$ cat config.mk
export PLATFORM = sky130hd
export DESIGN_NAME = alu_seq_flat
export DESIGN_NICKNAME = d
export VERILOG_FILES = /design/src/rtl/alu_seq_if.sv /design/src/rtl/alu_seq.sv /design/src/flat_wrapper.sv
export SDC_FILE = /design/constraint.sdc
export NUM_CORES = 1
export LEC_CHECK = 0
export ABC_AREA = 1
export BUFFER_PORTS_ARGS = -buffer_cell sky130_fd_sc_hd__buf_2
export CORE_MARGIN = 3
export CORE_UTILIZATION = 45
export CTS_CLUSTER_DIAMETER = 80
export DETAILED_ROUTE_END_ITERATION = 8
export GPL_ROUTABILITY_DRIVEN = 0
export PLACE_DENSITY_LB_ADDON = 0.1
export REMOVE_ABC_BUFFERS = 1
export SYNTH_ARGS = -nofsm -noshare
export SYNTH_HDL_FRONTEND = slang
export SYNTH_SLANG_ARGS = --single-unit
$ cat constraint.sdc
create_clock -name clk -period 5.7 [get_ports clk]
set_clock_uncertainty 0.05 [all_clocks]
set_input_delay 0.57 -clock clk [delete_from_list [all_inputs] [get_ports clk]]
set_output_delay 0.57 -clock clk [all_outputs]
set_load 0.03 [all_outputs]
$ cat src/rtl/alu_seq_if.sv
// Start/busy/done handshake bundle between the control unit (master) and alu_seq (slave).
interface alu_seq_if #(
   parameter int DW = 8
);
   logic          start;
   logic [3:0]    op;
   logic [DW-1:0] a;
   logic [DW-1:0] b;
   logic          busy;
   logic          done;
   logic [DW-1:0] result;
   logic          zf;
   logic          cf;

   modport master (output start, op, a, b, input busy, done, result, zf, cf);
   modport slave  (input start, op, a, b, output busy, done, result, zf, cf);
endinterface

$ cat src/rtl/alu_seq.sv
// Multi-cycle ALU: single-cycle ops latency 1; shifts k+1, MUL/DIV DW+1; start ignored while busy.
// Optional divider (op 13) enabled by defining ALU_SEQ_DIV_EN.
module alu_seq #(
   parameter int DW  = 8,
   parameter int SHW = 3
) (
   input  logic       clk,
   input  logic       rst,
   alu_seq_if.slave   bus
);
   localparam int CNT_W = SHW + 1;

   localparam logic [3:0] OP_ADD = 4'd0;
   localparam logic [3:0] OP_SUB = 4'd1;
   localparam logic [3:0] OP_AND = 4'd2;
   localparam logic [3:0] OP_OR  = 4'd3;
   localparam logic [3:0] OP_XOR = 4'd4;
   localparam logic [3:0] OP_NOT = 4'd5;
   localparam logic [3:0] OP_INC = 4'd6;
   localparam logic [3:0] OP_DEC = 4'd7;
   localparam logic [3:0] OP_SHL = 4'd8;
   localparam logic [3:0] OP_SHR = 4'd9;
   localparam logic [3:0] OP_SAR = 4'd10;
   localparam logic [3:0] OP_MUL = 4'd11;
`ifdef ALU_SEQ_DIV_EN
   localparam logic [3:0] OP_DIV = 4'd13;
`endif

   typedef enum logic {IDLE, EXEC} state_t;

   state_t        state;
   logic [3:0]    op_q;
   logic [DW-1:0] wrk;     // shift value / MUL low product half / DIV quotient
   logic [DW-1:0] acc;     // MUL high product half / DIV remainder
   logic [DW-1:0] opd;     // MUL multiplicand / DIV divisor
   logic [CNT_W-1:0] cnt;
   logic          busy_q;
   logic          done_q;
   logic [DW-1:0] result_q;
   logic          zf_q;
   logic          cf_q;

   logic [DW-1:0] sc_res;
   logic          sc_cf;
   logic [DW:0]   ext;
   logic          is_shift;
   logic          is_multi;
   logic [SHW-1:0] k;

   logic [DW-1:0] step_wrk;
   logic [DW-1:0] step_acc;
   logic          step_cf;
   logic [DW:0]   mul_sum;
`ifdef ALU_SEQ_DIV_EN
   logic [DW:0]   r_sh;
   logic [DW:0]   diff;
`endif

   assign k        = bus.b[SHW-1:0];
   assign is_shift = (bus.op == OP_SHL) || (bus.op == OP_SHR) || (bus.op == OP_SAR);

   always_comb begin
      is_multi = (is_shift && (k != '0)) || (bus.op == OP_MUL);
`ifdef ALU_SEQ_DIV_EN
      if ((bus.op == OP_DIV) && (bus.b != '0))
         is_multi = 1'b1;
`endif
   end

   // Single-cycle datapath; also covers zero-length shifts and divide-by-zero.
   always_comb begin
      sc_res = bus.a;
      sc_cf  = 1'b0;
      ext    = '0;
      case (bus.op)
         OP_ADD: begin
            ext    = {1'b0, bus.a} + {1'b0, bus.b};
            sc_res = ext[DW-1:0];
            sc_cf  = ext[DW];
         end
         OP_SUB: begin
            ext    = {1'b0, bus.a} - {1'b0, bus.b};
            sc_res = ext[DW-1:0];
            sc_cf  = ext[DW];
         end
         OP_AND: sc_res = bus.a & bus.b;
         OP_OR:  sc_res = bus.a | bus.b;
         OP_XOR: sc_res = bus.a ^ bus.b;
         OP_NOT: sc_res = ~bus.a;
         OP_INC: begin
            ext    = {1'b0, bus.a} + (DW+1)'(1);
            sc_res = ext[DW-1:0];
            sc_cf  = ext[DW];
         end
         OP_DEC: begin
            ext    = {1'b0, bus.a} - (DW+1)'(1);
            sc_res = ext[DW-1:0];
            sc_cf  = ext[DW];
         end
`ifdef ALU_SEQ_DIV_EN
         OP_DIV: begin
            sc_res = '1;
            sc_cf  = 1'b1;
         end
`endif
         default: begin
            sc_res = bus.a;
            sc_cf  = 1'b0;
         end
      endcase
   end

   // One iteration of the active multi-cycle op.
   always_comb begin
      step_wrk = wrk;
      step_acc = acc;
      step_cf  = 1'b0;
      mul_sum  = {1'b0, acc} + (wrk[0] ? {1'b0, opd} : '0);
`ifdef ALU_SEQ_DIV_EN
      r_sh     = {acc, wrk[DW-1]};
      diff     = r_sh - {1'b0, opd};
`endif
      case (op_q)
         OP_SHL: begin
            step_wrk = {wrk[DW-2:0], 1'b0};
            step_cf  = wrk[DW-1];
         end
         OP_SHR: begin
            step_wrk = {1'b0, wrk[DW-1:1]};
            step_cf  = wrk[0];
         end
         OP_SAR: begin
            step_wrk = {wrk[DW-1], wrk[DW-1:1]};
            step_cf  = wrk[0];
         end
         OP_MUL: begin
            step_acc = mul_sum[DW:1];
            step_wrk = {mul_sum[0], wrk[DW-1:1]};
            step_cf  = (mul_sum[DW:1] != '0);
         end
`ifdef ALU_SEQ_DIV_EN
         OP_DIV: begin
            if (!diff[DW]) begin
               step_acc = diff[DW-1:0];
               step_wrk = {wrk[DW-2:0], 1'b1};
            end else begin
               step_acc = r_sh[DW-1:0];
               step_wrk = {wrk[DW-2:0], 1'b0};
            end
         end
`endif
         default: begin
            step_wrk = wrk;
            step_acc = acc;
            step_cf  = 1'b0;
         end
      endcase
   end

   always_ff @(posedge clk) begin
      if (rst) begin
         state    <= IDLE;
         op_q     <= '0;
         wrk      <= '0;
         acc      <= '0;
         opd      <= '0;
         cnt      <= '0;
         busy_q   <= 1'b0;
         done_q   <= 1'b0;
         result_q <= '0;
         zf_q     <= 1'b0;
         cf_q     <= 1'b0;
      end else begin
         done_q <= 1'b0;
         case (state)
            IDLE: begin
               if (bus.start) begin
                  if (is_multi) begin
                     op_q   <= bus.op;
                     acc    <= '0;
                     wrk    <= (bus.op == OP_MUL) ? bus.b : bus.a;
                     opd    <= (bus.op == OP_MUL) ? bus.a : bus.b;
                     cnt    <= is_shift ? CNT_W'(k) : CNT_W'(DW);
                     busy_q <= 1'b1;
                     state  <= EXEC;
                  end else begin
                     result_q <= sc_res;
                     cf_q     <= sc_cf;
                     zf_q     <= (sc_res == '0);
                     done_q   <= 1'b1;
                  end
               end
            end
            EXEC: begin
               wrk <= step_wrk;
               acc <= step_acc;
               cnt <= cnt - CNT_W'(1);
               if (cnt == CNT_W'(1)) begin
                  result_q <= step_wrk;
                  cf_q     <= step_cf;
                  zf_q     <= (step_wrk == '0);
                  done_q   <= 1'b1;
                  busy_q   <= 1'b0;
                  state    <= IDLE;
               end
            end
            default: state <= IDLE;
         endcase
      end
   end

   assign bus.busy   = busy_q;
   assign bus.done   = done_q;
   assign bus.result = result_q;
   assign bus.zf     = zf_q;
   assign bus.cf     = cf_q;
endmodule

$ cat src/flat_wrapper.sv
// flat-port wrapper written by rule: the top's interface ports become plain ports
module alu_seq_flat 
#(
   parameter int DW  = 8,
   parameter int SHW = 3
)
  (clk, rst, bus_start, bus_op, bus_a, bus_b, bus_busy, bus_done, bus_result, bus_zf, bus_cf);
  alu_seq_if #(.DW(DW)) bus_i ();
  input  logic clk;
  input  logic rst;
  input wire logic [$bits(bus_i.start)-1:0] bus_start;
  input wire logic [$bits(bus_i.op)-1:0] bus_op;
  input wire logic [$bits(bus_i.a)-1:0] bus_a;
  input wire logic [$bits(bus_i.b)-1:0] bus_b;
  output wire logic [$bits(bus_i.busy)-1:0] bus_busy;
  output wire logic [$bits(bus_i.done)-1:0] bus_done;
  output wire logic [$bits(bus_i.result)-1:0] bus_result;
  output wire logic [$bits(bus_i.zf)-1:0] bus_zf;
  output wire logic [$bits(bus_i.cf)-1:0] bus_cf;
  assign bus_i.start = bus_start;
  assign bus_i.op = bus_op;
  assign bus_i.a = bus_a;
  assign bus_i.b = bus_b;
  assign bus_busy = bus_i.busy;
  assign bus_done = bus_i.done;
  assign bus_result = bus_i.result;
  assign bus_zf = bus_i.zf;
  assign bus_cf = bus_i.cf;
  alu_seq #(.DW(DW), .SHW(SHW)) u_core (.clk(clk), .rst(rst), .bus(bus_i));
endmodule
==> results of run 1 <==
-- cell families after synthesis --
| group | Yosys count | synth area share, % |
|---|---|---|
| AND/OR/NAND/NOR | 397 | 38.5 |
| AO/OA/AOI/OAI | 130 | 17.1 |
| buffers and inverters | 122 | 10.9 |
| flip-flops | 45 | 20.9 |
| adder cells (fa/ha/maj) | 40 | 12.1 |
| XOR/XNOR | 3 | 0.608 |
-- critical path: stages --
cell and delay [ps]:
buf_2 190, inv_1 200, ha_1 270, fa_1 440
o21ai_0 250, nand3_1 110, nand3_1 160, nand2_1 70
nor3_1 340, nand3_1 120, nor2_1 120, nand2_1 60
a21oi_1 110
-- routing by layer --
metal  wire length (um)  up-vias
met5                  0        -
met4                702        0
met3                820       41
met2               6190      169
met1               6050     2162
li1                   -     2440
-- layout make-up --
cell class              instances  area (um2)  share of cell area, %
multi-input cells             570        2950                   63.2
flip-flops and latches         45         901                   19.3
inverters                     101         379                   8.13
repair buffers                 35         178                   3.81
well taps                     129         161                   3.46
clock buffers                   6        82.6                   1.77
clock inverters                 2        13.8                  0.295
-- report_power, final --
part	total (uW)	switching, uW	leakage [uW]	internal, uW
clock	210	111	0.0000512	98.4
sequential	342	11.3	0.000367	331
combinational	248	174	0.00199	73.8
-- sequential cells by signal, summed over array words and instances, names as in the netlist, 4 cells and up --
name	flops
u_core.acc	8
u_core.bus.result	8
u_core.cnt	4
u_core.op_q	4
u_core.opd	8
u_core.wrk	8
-- final timing paths --
kind	to	slack, ps	cells past startpoint	from
worst max-delay path	u_core.bus.zf$_SDFFE_PP0P_	2880	13	bus_a[0]
worst min-delay path	u_core.op_q[2]$_SDFFE_PP0P_	420	2	u_core.op_q[2]$_SDFFE_PP0P_
worst max register to register	u_core.bus.cf$_SDFFE_PP0P_	3150	16	u_core.wrk[0]$_SDFFE_PP0P_
worst min register to register	u_core.op_q[2]$_SDFFE_PP0P_	420	2	u_core.op_q[2]$_SDFFE_PP0P_
-- through the flow --
stage	worst slack (ps)	cell area (um2)	std cells	total power [uW]
2_1_floorplan	2940	4230	716	510
3_3_place_gp	2670	4570	880	590
3_5_place_dp	2640	4570	880	592
4_1_cts	2950	4660	888	800
5_1_grt	2690	4660	888	848
6_report	2880	4660	888	799
-- cell usage in the layout (no fill, tap or decap), drive strengths merged, types with 9 or more instances in the layout --
master / n
nand2: 227
inv: 100
nor2: 77
nand3: 73
o21ai: 46
dfxtp: 45
a21oi: 38
ha: 37
buf: 35
a31oi: 24
nand4: 9
==> results_dict.tcl, run 1 <==
set metrics [dict create \
    status "finished, final reports clean" \
    clock_sinks 45 \
    start_kind "input port" \
    synthFlopType "dfxtp_1" \
    cts_buffers 5 \
    slew_violations 0 \
    synth-seq-area-share_pct 20.9 \
    period_minus_slack_ps 2820 \
    post_drt_wl_per_cell_um 15.5 \
    clock-root-buffer "clkbuf_8" \
    fillers 1027 \
    drive_above_1_share_pct 7.64 \
    synth.area.top_cells "dfxtp_1, nand2_1, ha_1" \
    hp-class "flip-flop to flip-flop" \
    antenna_cells 0 \
    drcViolationCount 0 \
    synth_edf_count 0 \
    die_w_um 104 \
    tns_ps 0 \
    track_usage_pct 25.2 \
    fin_util_pct 50.2 \
    die_y_um 104 \
    grt_max_degree 27 \
    grt_pass1_wl_um 22300 \
    grtUsageMet3_pct 2.30 \
    fin_nets 821 \
    netlist_top_cells_count "nand2_1, inv_1, nand3_1" \
    clock_latency_ps 300 \
    path_class "input port to flip-flop" \
    drt-initial-drc-count 271 \
    cts_tree "yes" \
    postCtsHoldBufs 0 \
    synthArstFlopShare_pct 0 \
    vias 4812 \
    slew_headroom_pct 50.7 \
    timing.final.hold_violations 0 \
    post_cts_buffers 0 \
    crit_path_end_kind "flip-flop" \
    synthToLayoutAreaGrowth_pct 7.94 \
    yosys.cell_types.count 37 \
    coreArea_um2 9280 \
    ctsResizeCount 0 \
    cap_violations 0 \
    viasPerCell 5.42 \
    port-buffer-count 34 \
    cellLeakagePower_uw 0.00241 \
    tightest_slew_ps 736 \
    holdWs_ps 422 \
    rsz0062_at_grt "false" \
    grtUsageMet1_pct 33.4 \
    die_area_um2 10800 \
    yosys_warnings 0 \
    vdd_drop_max_v 0.0000740 \
    syn_inst 737 \
    period_share_pct 49.5 \
    htree_levels 2 \
    finalSetupViolations 0 \
    clk_pin_slew_ps 90 \
    busiest_layer "met2" \
    fp-row-count 35 \
    yosysMostFrequentCell "nand2_1" \
    synth_top_area_cell "dfxtp_1" \
    crit_fanout 8 \
    initial_core_util_pct 46.5 \
    met2_usage_pct 41.0 \
    synth.avg_cell_area_um2 5.86 \
    crit_required_ps 5890 \
    gr-total-overflow 0 \
    syn_area_um2 4320 \
    drtPass1Iterations 5 \
    clock.fmax_mhz 355 \
    drt.antenna.violating_nets 0 \
    ys_ff_latch 45 \
    yosysTopAreaCellShare_pct 20.9 \
    dp_hpwl_um 10700 \
    cp.arrival_ps 3010 \
    io_pins 35 \
    power_density_nw_per_um2 171 \
    grt_pass1_vias 4495 \
    antenna_found_initial 0 \
    wirelength_um 13800 \
    cts_buffer_depth 2 \
]
Power figures use the tool's default switching activity.
==> inputs of run 2 (changes only) <==
clock period = 2.5 ns   (was 5.7 ns; I/O delays follow)
==> results_dict.tcl, run 2 (same netlist as run 1, synthesis figures left out) <==
set metrics [dict create \
    status "finished, final reports clean" \
    cts_buffers 5 \
    clock_latency_ps 300 \
    vias 4968 \
    initial_core_util_pct 46.5 \
    synthToLayoutAreaGrowth_pct 10.7 \
    antenna_cells 0 \
    dp_hpwl_um 11100 \
    viasPerCell 5.50 \
    clock.fmax_mhz 459 \
    port-buffer-count 34 \
    busiest_layer "met2" \
    clock-root-buffer "clkbuf_8" \
    die_y_um 104 \
    tightest_slew_ps 777 \
    io_pins 35 \
    dp_cells 895 \
    gr-total-overflow 0 \
    hp-class "input port to flip-flop" \
    coreArea_um2 9280 \
    cap_violations 0 \
    cp.arrival_ps 2320 \
    crit_fanout 5 \
    met2_usage_pct 43.1 \
    postCtsHoldBufs 0 \
    fin_nets 836 \
    cts_buffer_depth 2 \
    crit_required_ps 2640 \
    grt_pass1_vias 4728 \
    ctsResizeCount 0 \
    period_minus_slack_ps 2180 \
    post_drt_wl_per_cell_um 15.5 \
    slew_violations 0 \
    cpMaxStageDelayCell "fa_1" \
    cellLeakagePower_uw 0.00249 \
    timing.final.hold_violations 0 \
    start_kind "flip-flop" \
    crit_chain "nand2_1 -> inv_1 -> ha_1 -> fa_1 -> nand3_1 -> nand3_1 -> nand2_1 -> inv_1 -> nor2_1 -> nand2_1 -> nor2_1 -> nand3_1 -> o21ai_0 -> nand2_1 -> nand2_1 -> a21oi_1" \
    drive_above_1_share_pct 9.43 \
    power_density_nw_per_um2 392 \
    die_area_um2 10800 \
    post_cts_buffers 0 \
    antenna_found_initial 0 \
    cts_tree "yes" \
    cpPeakStageDelay_ps 400 \
    final_cell_mix "nand2_1, inv_1, nand3_1" \
    crit_path_end_kind "flip-flop" \
    htree_levels 2 \
    track_usage_pct 25.7 \
    drt.antenna.violating_nets 0 \
    slew_headroom_pct 48.1 \
    grtUsageMet3_pct 2.30 \
    wirelength_um 14000 \
    drt-initial-drc-count 394 \
    layout_commonest_cell "nand2_1" \
    clock_sinks 45 \
    fp-row-count 35 \
    path_class "flip-flop to flip-flop" \
    drtPass1Iterations 5 \
    cp_common_cell "nand2_1" \
    clk_pin_slew_ps 90 \
    instances_no_fill 903 \
    die_w_um 104 \
    grtUsageMet1_pct 33.5 \
    finalSetupViolations 0 \
    drcViolationCount 0 \
    grt_pass1_wl_um 23000 \
    vdd_drop_max_v 0.000186 \
    rsz0062_at_grt "false" \
    period_share_pct 87.2 \
    grt_max_degree 27 \
    tns_ps 0 \
]
-- run 2: metal layers --
metal | wire [um] | up-vias | share of wire [%]
met3 | 862 | 39 | 6.1
li1 | - | 2471 | -
met4 | 617 | 0 | 4.4
met5 | 0 | - | 0
met2 | 6380 | 210 | 45
met1 | 6160 | 2248 | 44
-- run 2: power breakdown --
| part | leakage (uW) | internal (uW) | switching (uW) |
|---|---|---|---|
| clock network | 0.0000542 | 250 | 257 |
| logic | 0.00207 | 185 | 405 |
| registers | 0.000367 | 754 | 22.9 |
-- run 2: cell type report --
class | count | area, um2
Timing Repair Buffer | 50 | 290
Clock buffer | 7 | 96.3
Multi-Input combinational cell | 570 | 2950
Clock inverter | 1 | 5.00
Inverter | 101 | 379
Tap cell | 129 | 161
Fill cell | 1020 | 4500
Sequential cell | 45 | 901
-- run 2: final timing paths --
check	cells after the start	start	slack, ps	to
max reg2reg	16	u_core.wrk[0]$_SDFFE_PP0P_	320	u_core.bus.cf$_SDFFE_PP0P_
min	3	bus_b[4]	210	u_core.opd[4]$_SDFFE_PP0P_
min reg2reg	2	u_core.op_q[2]$_SDFFE_PP0P_	410	u_core.op_q[2]$_SDFFE_PP0P_
max	16	u_core.wrk[0]$_SDFFE_PP0P_	320	u_core.bus.cf$_SDFFE_PP0P_
-- run 2: through the flow --
step	hold WS [ps]	utilization, %	area (um2)	total power, uW	setup slack (ps)
floorplan	269	-	4230	1160	61.0
global placement	390	50.4	4680	1360	198
detailed placement	401	50.4	4680	1370	115
CTS	202	51.5	4780	1870	320
global route	224	51.5	4780	1980	88.7
finish	209	51.5	4780	1880	321
-- run 2: worst max-delay path, delay by kind of cell, from the launching register on --
kind                     cells  cell delay, ps
AND/OR/NAND/NOR             10             800
adder cells (fa/ha/maj)      2             590
flip-flops                   1             350
AO/OA/AOI/OAI                2             200
buffers and inverters        2              80
